==> src/rtl/path_batch_ctrl_pkg.sv <==
// Shared types and defaults for the Monte Carlo path batch controller.
// FP12 prices are non-negative, so magnitude order is plain unsigned order of the bits.
package path_batch_ctrl_pkg;

  localparam int FP12_W          = 12;
  localparam int DEF_NUM_OF_DAYS = 8;
  localparam int DEF_NUM_PATHS   = 16;
  localparam int DEF_CNT_W       = 8;

  typedef logic [FP12_W-1:0] fp12_t;

  typedef enum logic [2:0] {
    ST_IDLE,
    ST_ISSUE,
    ST_WAIT,
    ST_RECV,
    ST_DONE
  } state_e;

  // Sign bit is always 0, so an unsigned compare orders prices correctly.
  function automatic logic fp12_ge(input fp12_t a, input fp12_t b);
    return a >= b;
  endfunction

endpackage

==> src/rtl/path_batch_ctrl_if.sv <==
// Control, generator-stream and result signals of the batch controller.
// master = requester/generator side, slave = the controller itself.
interface path_batch_ctrl_if
  import path_batch_ctrl_pkg::*;
#(
  parameter int CNT_W = DEF_CNT_W
);

  logic             run;
  fp12_t            strike;
  fp12_t            barrier;
  logic             gen_start;
  logic             path_valid;
  fp12_t            path;
  logic             busy;
  logic             path_done;
  fp12_t            last_price;
  fp12_t            path_max;
  logic             knocked;
  logic [CNT_W-1:0] itm_count;
  logic [CNT_W-1:0] ko_count;
  logic             batch_done;

  modport master (
    output run, strike, barrier, path_valid, path,
    input  gen_start, busy, path_done, last_price, path_max, knocked,
           itm_count, ko_count, batch_done
  );

  modport slave (
    input  run, strike, barrier, path_valid, path,
    output gen_start, busy, path_done, last_price, path_max, knocked,
           itm_count, ko_count, batch_done
  );

endinterface

==> src/rtl/path_batch_ctrl_path_stat.sv <==
// Per-path statistics: running maximum, latest sample and knock-out flag,
// plus the barrier and strike compares that classify the path.
module path_stat
  import path_batch_ctrl_pkg::*;
(
  input  logic  clk,
  input  logic  rst_n,
  input  logic  clear,
  input  logic  load,
  input  logic  update,
  input  fp12_t sample_i,
  input  fp12_t barrier_i,
  input  fp12_t strike_i,
  output fp12_t max_o,
  output fp12_t last_o,
  output logic  ko_o,
  output logic  itm_o
);

  fp12_t max_q, max_d;
  fp12_t last_q, last_d;
  logic  ko_q, ko_d;
  logic  hit_barrier;

  assign hit_barrier = fp12_ge(sample_i, barrier_i);

  always_comb begin
    max_d  = max_q;
    last_d = last_q;
    ko_d   = ko_q;
    if (clear) begin
      max_d  = '0;
      last_d = '0;
      ko_d   = 1'b0;
    end else if (load) begin
      max_d  = sample_i;
      last_d = sample_i;
      ko_d   = hit_barrier;
    end else if (update) begin
      if (sample_i > max_q) begin
        max_d = sample_i;
      end
      last_d = sample_i;
      ko_d   = ko_q | hit_barrier;
    end
  end

  always_ff @(posedge clk or negedge rst_n) begin
    if (!rst_n) begin
      max_q  <= '0;
      last_q <= '0;
      ko_q   <= 1'b0;
    end else begin
      max_q  <= max_d;
      last_q <= last_d;
      ko_q   <= ko_d;
    end
  end

  assign max_o  = max_q;
  assign last_o = last_q;
  assign ko_o   = ko_q;
  // Landing exactly on the strike is not in the money.
  assign itm_o  = !ko_q && (last_q > strike_i);

endmodule

==> src/rtl/path_batch_ctrl.sv <==
// Batch controller: issues generator starts, consumes NUM_OF_DAYS samples per path,
// publishes per-path results and keeps saturating in-the-money / knock-out counters.
module path_batch_ctrl
  import path_batch_ctrl_pkg::*;
#(
  parameter int NUM_OF_DAYS = DEF_NUM_OF_DAYS,
  parameter int NUM_PATHS   = DEF_NUM_PATHS,
  parameter int CNT_W       = DEF_CNT_W
) (
  input logic              clk,
  input logic              rst_n,
  path_batch_ctrl_if.slave bus
);

  localparam int DAY_W = (NUM_OF_DAYS > 1) ? $clog2(NUM_OF_DAYS) : 1;
  localparam logic [DAY_W-1:0] LAST_DAY  = DAY_W'(NUM_OF_DAYS - 1);
  localparam logic [CNT_W-1:0] LAST_PATH = CNT_W'(NUM_PATHS);

  state_e           state_q, state_d;
  logic             fin_q, fin_d;
  logic             tail_q, tail_d;
  logic [DAY_W-1:0] day_q;
  logic [CNT_W-1:0] path_cnt_q;
  fp12_t            strike_q, barrier_q;
  fp12_t            last_price_q, path_max_q;
  logic             knocked_q;
  logic             path_done_q;
  logic [CNT_W-1:0] itm_cnt_q, ko_cnt_q;

  logic  accept, issue, load, update, commit;
  fp12_t stat_max, stat_last;
  logic  stat_ko, stat_itm;

  path_stat u_stat (
    .clk       (clk),
    .rst_n     (rst_n),
    .clear     (accept),
    .load      (load),
    .update    (update),
    .sample_i  (bus.path),
    .barrier_i (barrier_q),
    .strike_i  (strike_q),
    .max_o     (stat_max),
    .last_o    (stat_last),
    .ko_o      (stat_ko),
    .itm_o     (stat_itm)
  );

  // fin_q marks the cycle after the last sample, where results are committed;
  // tail_q holds RECV one more cycle after the final commit so DONE follows path_done.
  always_comb begin
    state_d = state_q;
    fin_d   = fin_q;
    tail_d  = tail_q;
    accept  = 1'b0;
    issue   = 1'b0;
    load    = 1'b0;
    update  = 1'b0;
    commit  = 1'b0;
    case (state_q)
      ST_IDLE: begin
        if (bus.run) begin
          accept  = 1'b1;
          state_d = ST_ISSUE;
        end
      end
      ST_ISSUE: begin
        issue   = 1'b1;
        fin_d   = 1'b0;
        tail_d  = 1'b0;
        state_d = ST_WAIT;
      end
      ST_WAIT: begin
        if (bus.path_valid) begin
          load    = 1'b1;
          state_d = ST_RECV;
        end
      end
      ST_RECV: begin
        if (tail_q) begin
          tail_d  = 1'b0;
          state_d = ST_DONE;
        end else if (fin_q) begin
          commit = 1'b1;
          fin_d  = 1'b0;
          if (path_cnt_q == LAST_PATH) begin
            tail_d = 1'b1;
          end else begin
            state_d = ST_ISSUE;
          end
        end else if (bus.path_valid) begin
          update = 1'b1;
          if (day_q == LAST_DAY) begin
            fin_d = 1'b1;
          end
        end
      end
      ST_DONE: begin
        state_d = ST_IDLE;
      end
      default: begin
        state_d = ST_IDLE;
      end
    endcase
  end

  always_ff @(posedge clk or negedge rst_n) begin
    if (!rst_n) begin
      state_q      <= ST_IDLE;
      fin_q        <= 1'b0;
      tail_q       <= 1'b0;
      day_q        <= '0;
      path_cnt_q   <= '0;
      strike_q     <= '0;
      barrier_q    <= '0;
      last_price_q <= '0;
      path_max_q   <= '0;
      knocked_q    <= 1'b0;
      path_done_q  <= 1'b0;
      itm_cnt_q    <= '0;
      ko_cnt_q     <= '0;
    end else begin
      state_q     <= state_d;
      fin_q       <= fin_d;
      tail_q      <= tail_d;
      path_done_q <= commit;
      if (accept) begin
        strike_q   <= bus.strike;
        barrier_q  <= bus.barrier;
        path_cnt_q <= '0;
        itm_cnt_q  <= '0;
        ko_cnt_q   <= '0;
      end
      if (issue) begin
        path_cnt_q <= path_cnt_q + CNT_W'(1);
      end
      if (load) begin
        day_q <= DAY_W'(1);
      end else if (update) begin
        day_q <= day_q + DAY_W'(1);
      end
      // Counters stop at all-ones rather than wrapping.
      if (commit) begin
        last_price_q <= stat_last;
        path_max_q   <= stat_max;
        knocked_q    <= stat_ko;
        if (stat_itm && (itm_cnt_q != '1)) begin
          itm_cnt_q <= itm_cnt_q + CNT_W'(1);
        end
        if (stat_ko && (ko_cnt_q != '1)) begin
          ko_cnt_q <= ko_cnt_q + CNT_W'(1);
        end
      end
    end
  end

  assign bus.gen_start  = (state_q == ST_ISSUE);
  assign bus.busy       = (state_q != ST_IDLE);
  assign bus.batch_done = (state_q == ST_DONE);
  assign bus.path_done  = path_done_q;
  assign bus.last_price = last_price_q;
  assign bus.path_max   = path_max_q;
  assign bus.knocked    = knocked_q;
  assign bus.itm_count  = itm_cnt_q;
  assign bus.ko_count   = ko_cnt_q;

endmodule

==> src/flat_wrapper.sv <==
// flat-port wrapper written by rule: the top's interface ports become plain ports
module path_batch_ctrl_flat import path_batch_ctrl_pkg::*;
#(
  parameter int NUM_OF_DAYS = DEF_NUM_OF_DAYS,
  parameter int NUM_PATHS   = DEF_NUM_PATHS,
  parameter int CNT_W       = DEF_CNT_W
)
  (clk, rst_n, bus_run, bus_strike, bus_barrier, bus_path_valid, bus_path, bus_gen_start, bus_busy, bus_path_done, bus_last_price, bus_path_max, bus_knocked, bus_itm_count, bus_ko_count, bus_batch_done);
  path_batch_ctrl_if #(.CNT_W(CNT_W)) bus_i ();
  input logic clk;
  input logic rst_n;
  input wire logic [$bits(bus_i.run)-1:0] bus_run;
  input wire logic [$bits(bus_i.strike)-1:0] bus_strike;
  input wire logic [$bits(bus_i.barrier)-1:0] bus_barrier;
  input wire logic [$bits(bus_i.path_valid)-1:0] bus_path_valid;
  input wire logic [$bits(bus_i.path)-1:0] bus_path;
  output wire logic [$bits(bus_i.gen_start)-1:0] bus_gen_start;
  output wire logic [$bits(bus_i.busy)-1:0] bus_busy;
  output wire logic [$bits(bus_i.path_done)-1:0] bus_path_done;
  output wire logic [$bits(bus_i.last_price)-1:0] bus_last_price;
  output wire logic [$bits(bus_i.path_max)-1:0] bus_path_max;
  output wire logic [$bits(bus_i.knocked)-1:0] bus_knocked;
  output wire logic [$bits(bus_i.itm_count)-1:0] bus_itm_count;
  output wire logic [$bits(bus_i.ko_count)-1:0] bus_ko_count;
  output wire logic [$bits(bus_i.batch_done)-1:0] bus_batch_done;
  assign bus_i.run = bus_run;
  assign bus_i.strike = bus_strike;
  assign bus_i.barrier = bus_barrier;
  assign bus_i.path_valid = bus_path_valid;
  assign bus_i.path = bus_path;
  assign bus_gen_start = bus_i.gen_start;
  assign bus_busy = bus_i.busy;
  assign bus_path_done = bus_i.path_done;
  assign bus_last_price = bus_i.last_price;
  assign bus_path_max = bus_i.path_max;
  assign bus_knocked = bus_i.knocked;
  assign bus_itm_count = bus_i.itm_count;
  assign bus_ko_count = bus_i.ko_count;
  assign bus_batch_done = bus_i.batch_done;
  path_batch_ctrl #(.NUM_OF_DAYS(NUM_OF_DAYS), .NUM_PATHS(NUM_PATHS), .CNT_W(CNT_W)) u_core (.clk(clk), .rst_n(rst_n), .bus(bus_i));
endmodule
==> config.mk <==
export PLATFORM = sky130hd
export DESIGN_NAME = path_batch_ctrl_flat
export DESIGN_NICKNAME = d
export VERILOG_FILES = /design/src/rtl/path_batch_ctrl_pkg.sv /design/src/rtl/path_batch_ctrl_if.sv /design/src/rtl/path_batch_ctrl_path_stat.sv /design/src/rtl/path_batch_ctrl.sv /design/src/flat_wrapper.sv
export SDC_FILE = /design/constraint.sdc
export NUM_CORES = 1
export LEC_CHECK = 0
export ABC_CLOCK_PERIOD_IN_PS = 4660
export BUFFER_PORTS_ARGS = -buffer_cell sky130_fd_sc_hd__clkbuf_2
export CAP_MARGIN = 10
export CORE_MARGIN = 5
export CORE_UTILIZATION = 55
export DETAILED_ROUTE_END_ITERATION = 10
export GPL_TIMING_DRIVEN = 1
export PLACE_DENSITY = 0.75
export RECOVER_POWER = 25
export SYNTH_ARGS = -nofsm -noshare
export SYNTH_HDL_FRONTEND = slang
export SYNTH_SLANG_ARGS = --single-unit
==> constraint.sdc <==
create_clock -name clk -period 4.66 [get_ports clk]
set_input_delay 0.699 -clock clk [delete_from_list [all_inputs] [get_ports clk]]
set_output_delay 0.699 -clock clk [all_outputs]
set_load 0.1 [all_outputs]
=== Yosys cells after proc, flatten, opt, wreduce, memory -nomap -nowiden ===
Cells that the tools add are included.

* Bits in registers: 107
* Bits in latches: 0
* Bits in writable memories: 0
* Memory bits (read-only): 0
* Input port bits: 40
* Word-level logic and storage cells: 97
* Memories kept: 0

* Add/subtract/negate cells: 4
* Multiply operators: 0
* Div/mod/pow operators: 0
* $lt $le $gt $ge: 3
* Equality and inequality tests: 13
* Shifts and indexed selects: 0
* Muxes and demuxes: 46
* Bitwise gates (word level): 1
* Reduce and logical (&&, ||, !) cells: 14

{| class="wikitable"
|+ Operators by type and width
! operator !! count
|-
| $mux 12 || 7
|-
| $mux 8 || 8
|-
| $add 8x1->8 const B || 3
|-
| $gt 12x12->1 || 2
|-
| $mux 1 || 21
|-
| $mux 3 || 7
|-
| $ne 8x8->1 const B || 2
|-
| $ge 12x12->1 || 1
|-
| $pmux 3 s4 || 1
|-
| $reduce_bool 3->1 || 3
|-
| $eq 8x5->1 const B || 1
|-
| $eq 3x2->1 const B || 2
|-
| $eq 3x3->1 const B || 2
|-
| $ne 2x2->1 const B || 3
|-
| $reduce_bool 2->1 || 3
|-
| $pmux 1 s2 || 2
|-
| $reduce_and 2->1 || 2
|-
| $reduce_and 4->1 || 1
|-
| $add 3x1->3 const B || 1
|-
| $eq 3x1->1 const B || 1
|-
| $logic_and 1x1->1 || 3
|-
| $logic_not 3->1 || 1
|-
| $ne 3x1->1 const B || 1
|-
| $ne 3x2->1 const B || 1
|-
| other kinds (2) || 2
|}

=== Longest topological paths before layout ===
Gate-level depths: netlist (run 1).

* Depth after elaboration: 7
* Gate-level depth with buffers: 9

=== By module ===
From an unflattened synthesis (run 1), not the netlist that was laid out.

* Cell total of the unflattened synthesis: 608
* Area total of the unflattened synthesis: 5836.8 µm²

{| class="wikitable"
|+ Modules (own cells, without submodules)
! module !! times used !! cells each !! area an instance (µm²) !! sequential area each (µm²)
|-
| path_batch_ctrl || 1 || 345 || 3652.3 || 2052.0
|-
| path_stat || 1 || 263 || 2184.6 || 625.6
|}

=== Least setup slack after synthesis (run 1) ===
OpenSTA, ideal clock, no wires.

* Path type: input port to flip-flop
* Start point: input bus_path[5]
* End point: register u_core.u_stat.max_q[10], in the netlist u_core.u_stat.max_o[10]
* Library setup time: 0.125 ns
* Data arrival time: 2.415 ns
* Required time: 4.535 ns
* Setup slack: 2.121 ns
* Stages: 7
* Cell sequence: ha_1 -> a21o_1 -> a21o_1 -> a2111oi_0 -> o31a_1 -> buf_4 -> mux2_2

* Word-level cells in the longest chain between the ends: 3

{| class="wikitable"
|+ Ends and longest elaborated chain
! item !! line !! RTL
|-
| from (decl) || flat_wrapper.sv:16 || <nowiki>input wire logic [$bits(bus_i.path)-1:0] bus_path;</nowiki>
|-
| $gt 12x12->1 || path_batch_ctrl_path_stat.sv:40 || <nowiki>if (sample_i > max_q) begin</nowiki>
|-
| $reduce_bool 3->1 (no source line) || - ||
|-
| $reduce_and 2->1 (no source line) || - ||
|-
| to (signal assigned) || path_batch_ctrl_path_stat.sv:54 || <nowiki>max_q <= max_d;</nowiki>
|-
| to (decl) || path_batch_ctrl_path_stat.sv:20 || <nowiki>fp12_t max_q, max_d;</nowiki>
|}

No other way between the ends.
A chain may end at the register's enable or synchronous reset.

=== Final worst setup path (run 1) ===
* Start point: register u_core.state_q[2]
* End point: output bus_gen_start

* Word-level cells in the longest chain between the ends: 1

{| class="wikitable"
|+ Ends and longest elaborated chain
! item !! line !! RTL
|-
| from (decl) || path_batch_ctrl.sv:19 || <nowiki>state_e state_q, state_d;</nowiki>
|-
| from (signal assigned) || path_batch_ctrl.sv:123 || <nowiki>state_q <= state_d;</nowiki>
|-
| $eq 3x1->1 || path_batch_ctrl.sv:157 || <nowiki>assign bus.gen_start = (state_q == ST_ISSUE);</nowiki>
|-
| to (decl) || flat_wrapper.sv:17 || <nowiki>output wire logic [$bits(bus_i.gen_start)-1:0] bus_gen_start;</nowiki>
|}

No other way between the ends.

==> results of run 1 <==
## metrics by stage
stage / cell area (µm²) / util, % / std cells / setup slack (ns)
2_1_floorplan: 5290 / - / 527 / 2.12
3_3_place_gp: 5800 / 62.1 / 722 / 1.72
6_report: 6000 / 64.3 / 738 / 1.85
4_1_cts: 6000 / 64.3 / 738 / 1.87
5_1_grt: 6000 / 64.3 / 738 / 1.76
3_5_place_dp: 5800 / 62.1 / 722 / 1.57
## routing by layer
layer  up-vias  GRT usage (%)  part of all wire [%]
li1       1970              -                     -
met1      1896           28.3                    49
met2        79           31.4                    45
met3        20           4.06                   4.3
met4         0           7.39                   2.0
met5         -              0                     0
## how the worst min path moves through the flow
| stage | from | to | cells past startpoint | slack, ns |
|---|---|---|---|---|
| finish | u_core.bus.path_max[11] | u_core.bus.path_max[11] | 2 | 0.48 |
| CTS | u_core.bus.path_max[11] | u_core.bus.path_max[11] | 2 | 0.49 |
| detailed placement | u_core.bus.path_max[11] | u_core.bus.path_max[11] | 2 | 0.47 |
| global placement | u_core.bus.path_max[3] | u_core.bus.path_max[3] | 2 | 0.46 |
| floorplan | rst_n | u_core.barrier_q[0] | 0 | 0.40 |
| global route | u_core.path_cnt_q[7] | u_core.path_cnt_q[7] | 1 | 0.51 |
## sequential cells by signal, indices dropped and copies added, names as in the netlist
name                   cells
u_core.path_cnt_q          8
u_core.u_stat.max_o       12
u_core.day_q               3
u_core.bus.knocked         1
u_core.u_stat.last_o      12
u_core.tail_q              1
u_core.state_q             3
u_core.barrier_q          12
u_core.bus.itm_count       8
u_core.bus.path_max       12
u_core.u_stat.ko_o         1
u_core.fin_q               1
u_core.strike_q           12
u_core.bus.ko_count        8
u_core.bus.last_price     12
u_core.bus.path_done       1
## logic make-up after synthesis
family	share of synthesized area (%)
mux	6.41
compound gates	12.7
fa+ha+maj	9.94
xor+xnor	0.662
buf+inv	4.85
simple gates	14.8
flops	50.6
## worst max-delay path, delay by kind of cell (launching register included)
family,cells,cell delay [ns]
buffers and inverters,2,0.72
flip-flops,1,0.46
AND/OR/NAND/NOR,2,0.55
## cell type report
class | instances | area share (%)
well taps | 129 | 2.69
clock buffers | 10 | 2.30
inverters | 46 | 2.88
clock inverters | 6 | 1.08
flip-flops and latches | 107 | 44.6
multi-input cells | 355 | 39.3
repair buffers | 85 | 7.14
## power groups by stage
stage	registers, µW	logic, µW	clock network (µW)
6_report	1500	2270	587
5_1_grt	1540	2460	639
4_1_cts	1500	2290	597
3_5_place_dp	1520	2270	0
3_3_place_gp	1500	2220	0
2_1_floorplan	2510	830	0
## cells in the mapped netlist (all sizes together), types with 2 or more instances
master  instances
a21o            8
a21oi          15
a221o           2
and2            2
and3            6
buf             3
clkbuf         16
dfrtp         107
ha             42
inv            46
mux2           23
mux2i           8
nand2          88
nand2b          3
nand3          22
nand4          11
nor2           23
nor2b           2
nor3            3
o211ai          6
o21ai          63
o31ai           6
or3             2
xor2            4
==> impl_metrics.ini, run 1 <==
[power_and_ir_drop]
clock_power_share_pct = 13.5
powerDensity_nw_per_um2 = 726
seq_power_share_pct = 34.4
ir_worst_vdd_uv = 562
power.leakage_uw = 0.00310
switching_share_pct = 52.0
finalPower_uw = 4350
power_frac_comb_pct = 52.1
cellInternalPower_uw = 2090
p_sw_uw = 2260

[status]
outcome = finished, violations left
violations = max-capacitance violations, max-slew violations

[cts]
clk_path_buf_depth = 2
htreeDepth = 3
cts_tree = built
cts-resized-gates = 0
cts_root_buffer = clkbuf_8
cts_buffers = 9
ctsHoldBuffers = 0
clkSinkCount = 107
cts_setup_buffers = 0
path_clk_slew_ns = 0.10
insertion_delay_ns = 0.37

[synthesis]
ys_seq_area_share_pct = 50.6
synth_cell_types = 47
ys_seq_elements = 107
syn-cell-area_um2 = 5290
synth.area.top_cells = dfrtp_1 51%, ha_1 9.9%, nand2_1 6.2%
yosys_most_used_dff = dfrtp_1
yosysWarnings = 0
async_reset_ff_share_pct = 100
synthCells = 527
synth_edf_count = 0
yosysTopAreaCell = dfrtp_1
syn_avg_cell_area_um2 = 10.0
synth_top_area_share_pct = 50.6
synth_nets = 609

[setup_path]
crit_path_end_kind = output port
cp.arrival_ns = 2.11
crit_path_start_kind = flip-flop
cp.required_ns = 3.96
ff2ff_setup_slack_ns = 1.95
slowest_stage = clkbuf_2
path_max_fanout = 9
cp_cell_sequence = nand2b_1, or2_2, inv_1, clkbuf_2
max_stage_delay_ns = 0.50
critPathKind = flip-flop to output port
r2r_end = u_core.bus.itm_count[3]
startpoint = u_core.state_q[2]
crit-reg2reg-launch = u_core.state_q[2]
endpoint = bus_gen_start
worstRegToRegCells = 6

[grt]
grt_max_degree = 78
grt-ovfl-total = 0
track_usage_pct = 20.2
grt_pass1_vias = 3965
grt_pass1_wl_um = 18800
grt_antenna_before_repair = 0

[routing]
drt-pass1-iter-count = 4
drt-total-wl_um = 11200
wl_per_cell_um = 15.2
drt_iter0_markers = 200
antenna_left = 0
vias_per_cell = 5.37
drcViolationCount = 0
num_vias = 3965

[floorplanning]
design.core.area_um2 = 9330
num_rows = 35
initial_utilization_pct = 56.7
die_width_um = 108
ios = 85
die-height_um = 108
dieArea_um2 = 11700

[placed_design]
portBuffers = 84
gp_congestion = 0.824
dpl.hpwl_um = 7920

[layout]
fillers = 812
ff_latch_area_um2 = 2680
layout_common_cells = 107 x dfrtp_1, 87 x nand2_1, 84 x clkbuf_2, 62 x o21ai_0, 46 x inv_1
syn_to_final_growth_pct = 13.4
drive_above_1_share_pct = 22.0
multi_input_area_um2 = 2350
final_common_cell = dfrtp_1
diodes = 0
nNetsFinal = 686

[sta]
hold_viol_final = 0
hold_slack_ns = 0.484
timing.final.max_slew_violations = 78
finClkSkew_ns = 0.0103
fin_crit_sh_pct = 60.2
timing.setup.tns_ns = 0
maxSlewHeadroom_pct = -25.1
worstMarginPinSlew_ns = 1.88
post-route-min-period_ns = 2.81
setup_viol = 0
fmax_ghz = 0.356
rsz0062_at_grt = false

[job]
drv_cap = 1

[hold_path]
min_path_type = flip-flop to flip-flop
No activity file was read; power rests on OpenSTA's default activity.
==> run 2: changes to the inputs <==
--- a/config.mk
+++ b/config.mk
@@ -5,7 +5,7 @@
 export SDC_FILE = /design/constraint.sdc
 export NUM_CORES = 1
 export LEC_CHECK = 0
-export ABC_CLOCK_PERIOD_IN_PS = 4660
+export ABC_CLOCK_PERIOD_IN_PS = 2820
 export BUFFER_PORTS_ARGS = -buffer_cell sky130_fd_sc_hd__clkbuf_2
 export CAP_MARGIN = 10
 export CORE_MARGIN = 5
==> constraint.sdc (replaced) <==
create_clock -name clk -period 2.82 [get_ports clk]
set_input_delay 0.423 -clock clk [delete_from_list [all_inputs] [get_ports clk]]
set_output_delay 0.423 -clock clk [all_outputs]
set_load 0.1 [all_outputs]
==> impl_metrics.ini, run 2 (same netlist as run 1, synthesis figures left out) <==
[placed_design]
dpl_cell_area_um2 = 5850
preCtsSetupSlack_ns = 0.322
dpl.hpwl_um = 8190
gp_congestion = 0.840
portBuffers = 84

[cts]
htreeDepth = 3
cts_buffers = 9
path_clk_slew_ns = 0.10
clk_path_buf_depth = 2
ctsHoldBuffers = 0
cts_tree = built
cts_root_buffer = clkbuf_8
cts_setup_buffers = 0
clkSinkCount = 107
insertion_delay_ns = 0.37
cts-resized-gates = 0

[setup_path]
crit_path_end_kind = output port
crit_path_start_kind = flip-flop
cp.arrival_ns = 2.08
critPathKind = flip-flop to output port
path_max_fanout = 9
worstRegToRegCells = 8
cp.required_ns = 2.40

[hold_path]
min_path_type = input port to flip-flop
hold-path-cell-count = 3

[grt]
use_met3_pct = 3.46
grt_pass1_wl_um = 18900
grt_max_degree = 58
grt.busiest_layer = met2
grt-ovfl-total = 0
met1_usage_pct = 29.9
grt_pass1_vias = 3921
use_met2_pct = 30.9
track_usage_pct = 20.2
grt_antenna_before_repair = 0

[routing]
drt_iter0_markers = 184
wl_per_cell_um = 15.1
drt-pass1-iter-count = 4
drt-total-wl_um = 11200
vias_per_cell = 5.38
drcViolationCount = 0
num_vias = 4001
antenna_left = 0

[power_and_ir_drop]
ir_worst_vdd_uv = 878
powerDensity_nw_per_um2 = 1190
finalPower_uw = 7200
power.leakage_uw = 0.00312

[floorplanning]
ios = 85
initial_utilization_pct = 56.7
die-height_um = 108
design.core.area_um2 = 9330
die_width_um = 108
dieArea_um2 = 11700
num_rows = 35

[sta]
setup_viol = 0
fin_crit_sh_pct = 88.8
setup_slack_ns = 0.315
post-route-min-period_ns = 2.51
worstMarginPinSlew_ns = 1.41
rsz0062_at_grt = false
timing.final.max_slew_violations = 0
hold_slack_ns = 0.256
hold_viol_final = 0
finClkSkew_ns = 0.0124
maxSlewHeadroom_pct = 5.68
fmax_ghz = 0.399
timing.setup.tns_ns = 0

[layout]
drive_above_1_share_pct = 22.6
syn_to_final_growth_pct = 14.4
stdcell_area_um2 = 6050
nNetsFinal = 692
final_common_cell = dfrtp_1
diodes = 0
fillers = 777
layout_common_cells = 107 x dfrtp_1, 87 x nand2_1, 85 x clkbuf_2, 62 x o21ai_0, 46 x inv_1

[job]
drv_cap = 0

[status]
outcome = finished, final reports clean
## run 2: metal layers
layer / routed length (µm) / part of all wire [%]
met1: 5550 / 49
met2: 5130 / 46
met4: 120 / 1.1
met5: 0 / 0
met3: 434 / 3.9
## run 2: report_power, final
part | switching [µW] | total (µW) | internal (µW)
clock network | 516 | 969 | 453
registers | 379 | 2480 | 2100
logic | 2820 | 3760 | 936
total | 3720 | 7200 | 3490
## run 2: area by class of cell
cell class	instances	area, µm²	area share, %
flip-flops and latches	107	2680	44.3
multi-input cells	355	2350	38.9
repair buffers	91	483	7.98
inverters	46	173	2.85
well taps	129	161	2.67
clock buffers	11	151	2.50
clock inverters	4	50.0	0.827
## run 2: critical path, cell delays in order (launching register included)
cell and delay [ns]:
dfrtp_1 0.46, nand2b_1 0.18, or2_2 0.35, inv_1 0.21, clkbuf_2 0.50
## run 2: worst paths after layout
path / from / to / slack (ns)
worst max-delay path: u_core.state_q[2] / bus_gen_start / 0.31
worst min-delay path: bus_barrier[2] / u_core.barrier_q[2] / 0.26
worst max register to register: u_core.u_stat.last_o[2] / u_core.bus.itm_count[5] / 0.37
worst min register to register: u_core.bus.path_max[10] / u_core.bus.path_max[10] / 0.49
max in group asynchronous: rst_n / u_core.barrier_q[11] / 1.47
min in group asynchronous: rst_n / u_core.fin_q / 0.40
## run 2: stage by stage
| stage | instances | util, % |
|---|---|---|
| after global routing | 743 | 64.9 |
| after CTS | 743 | 64.9 |
| final | 743 | 64.9 |
| after global placement | 728 | 62.8 |
| after detailed placement | 728 | 62.8 |
| after floorplan | 527 | - |
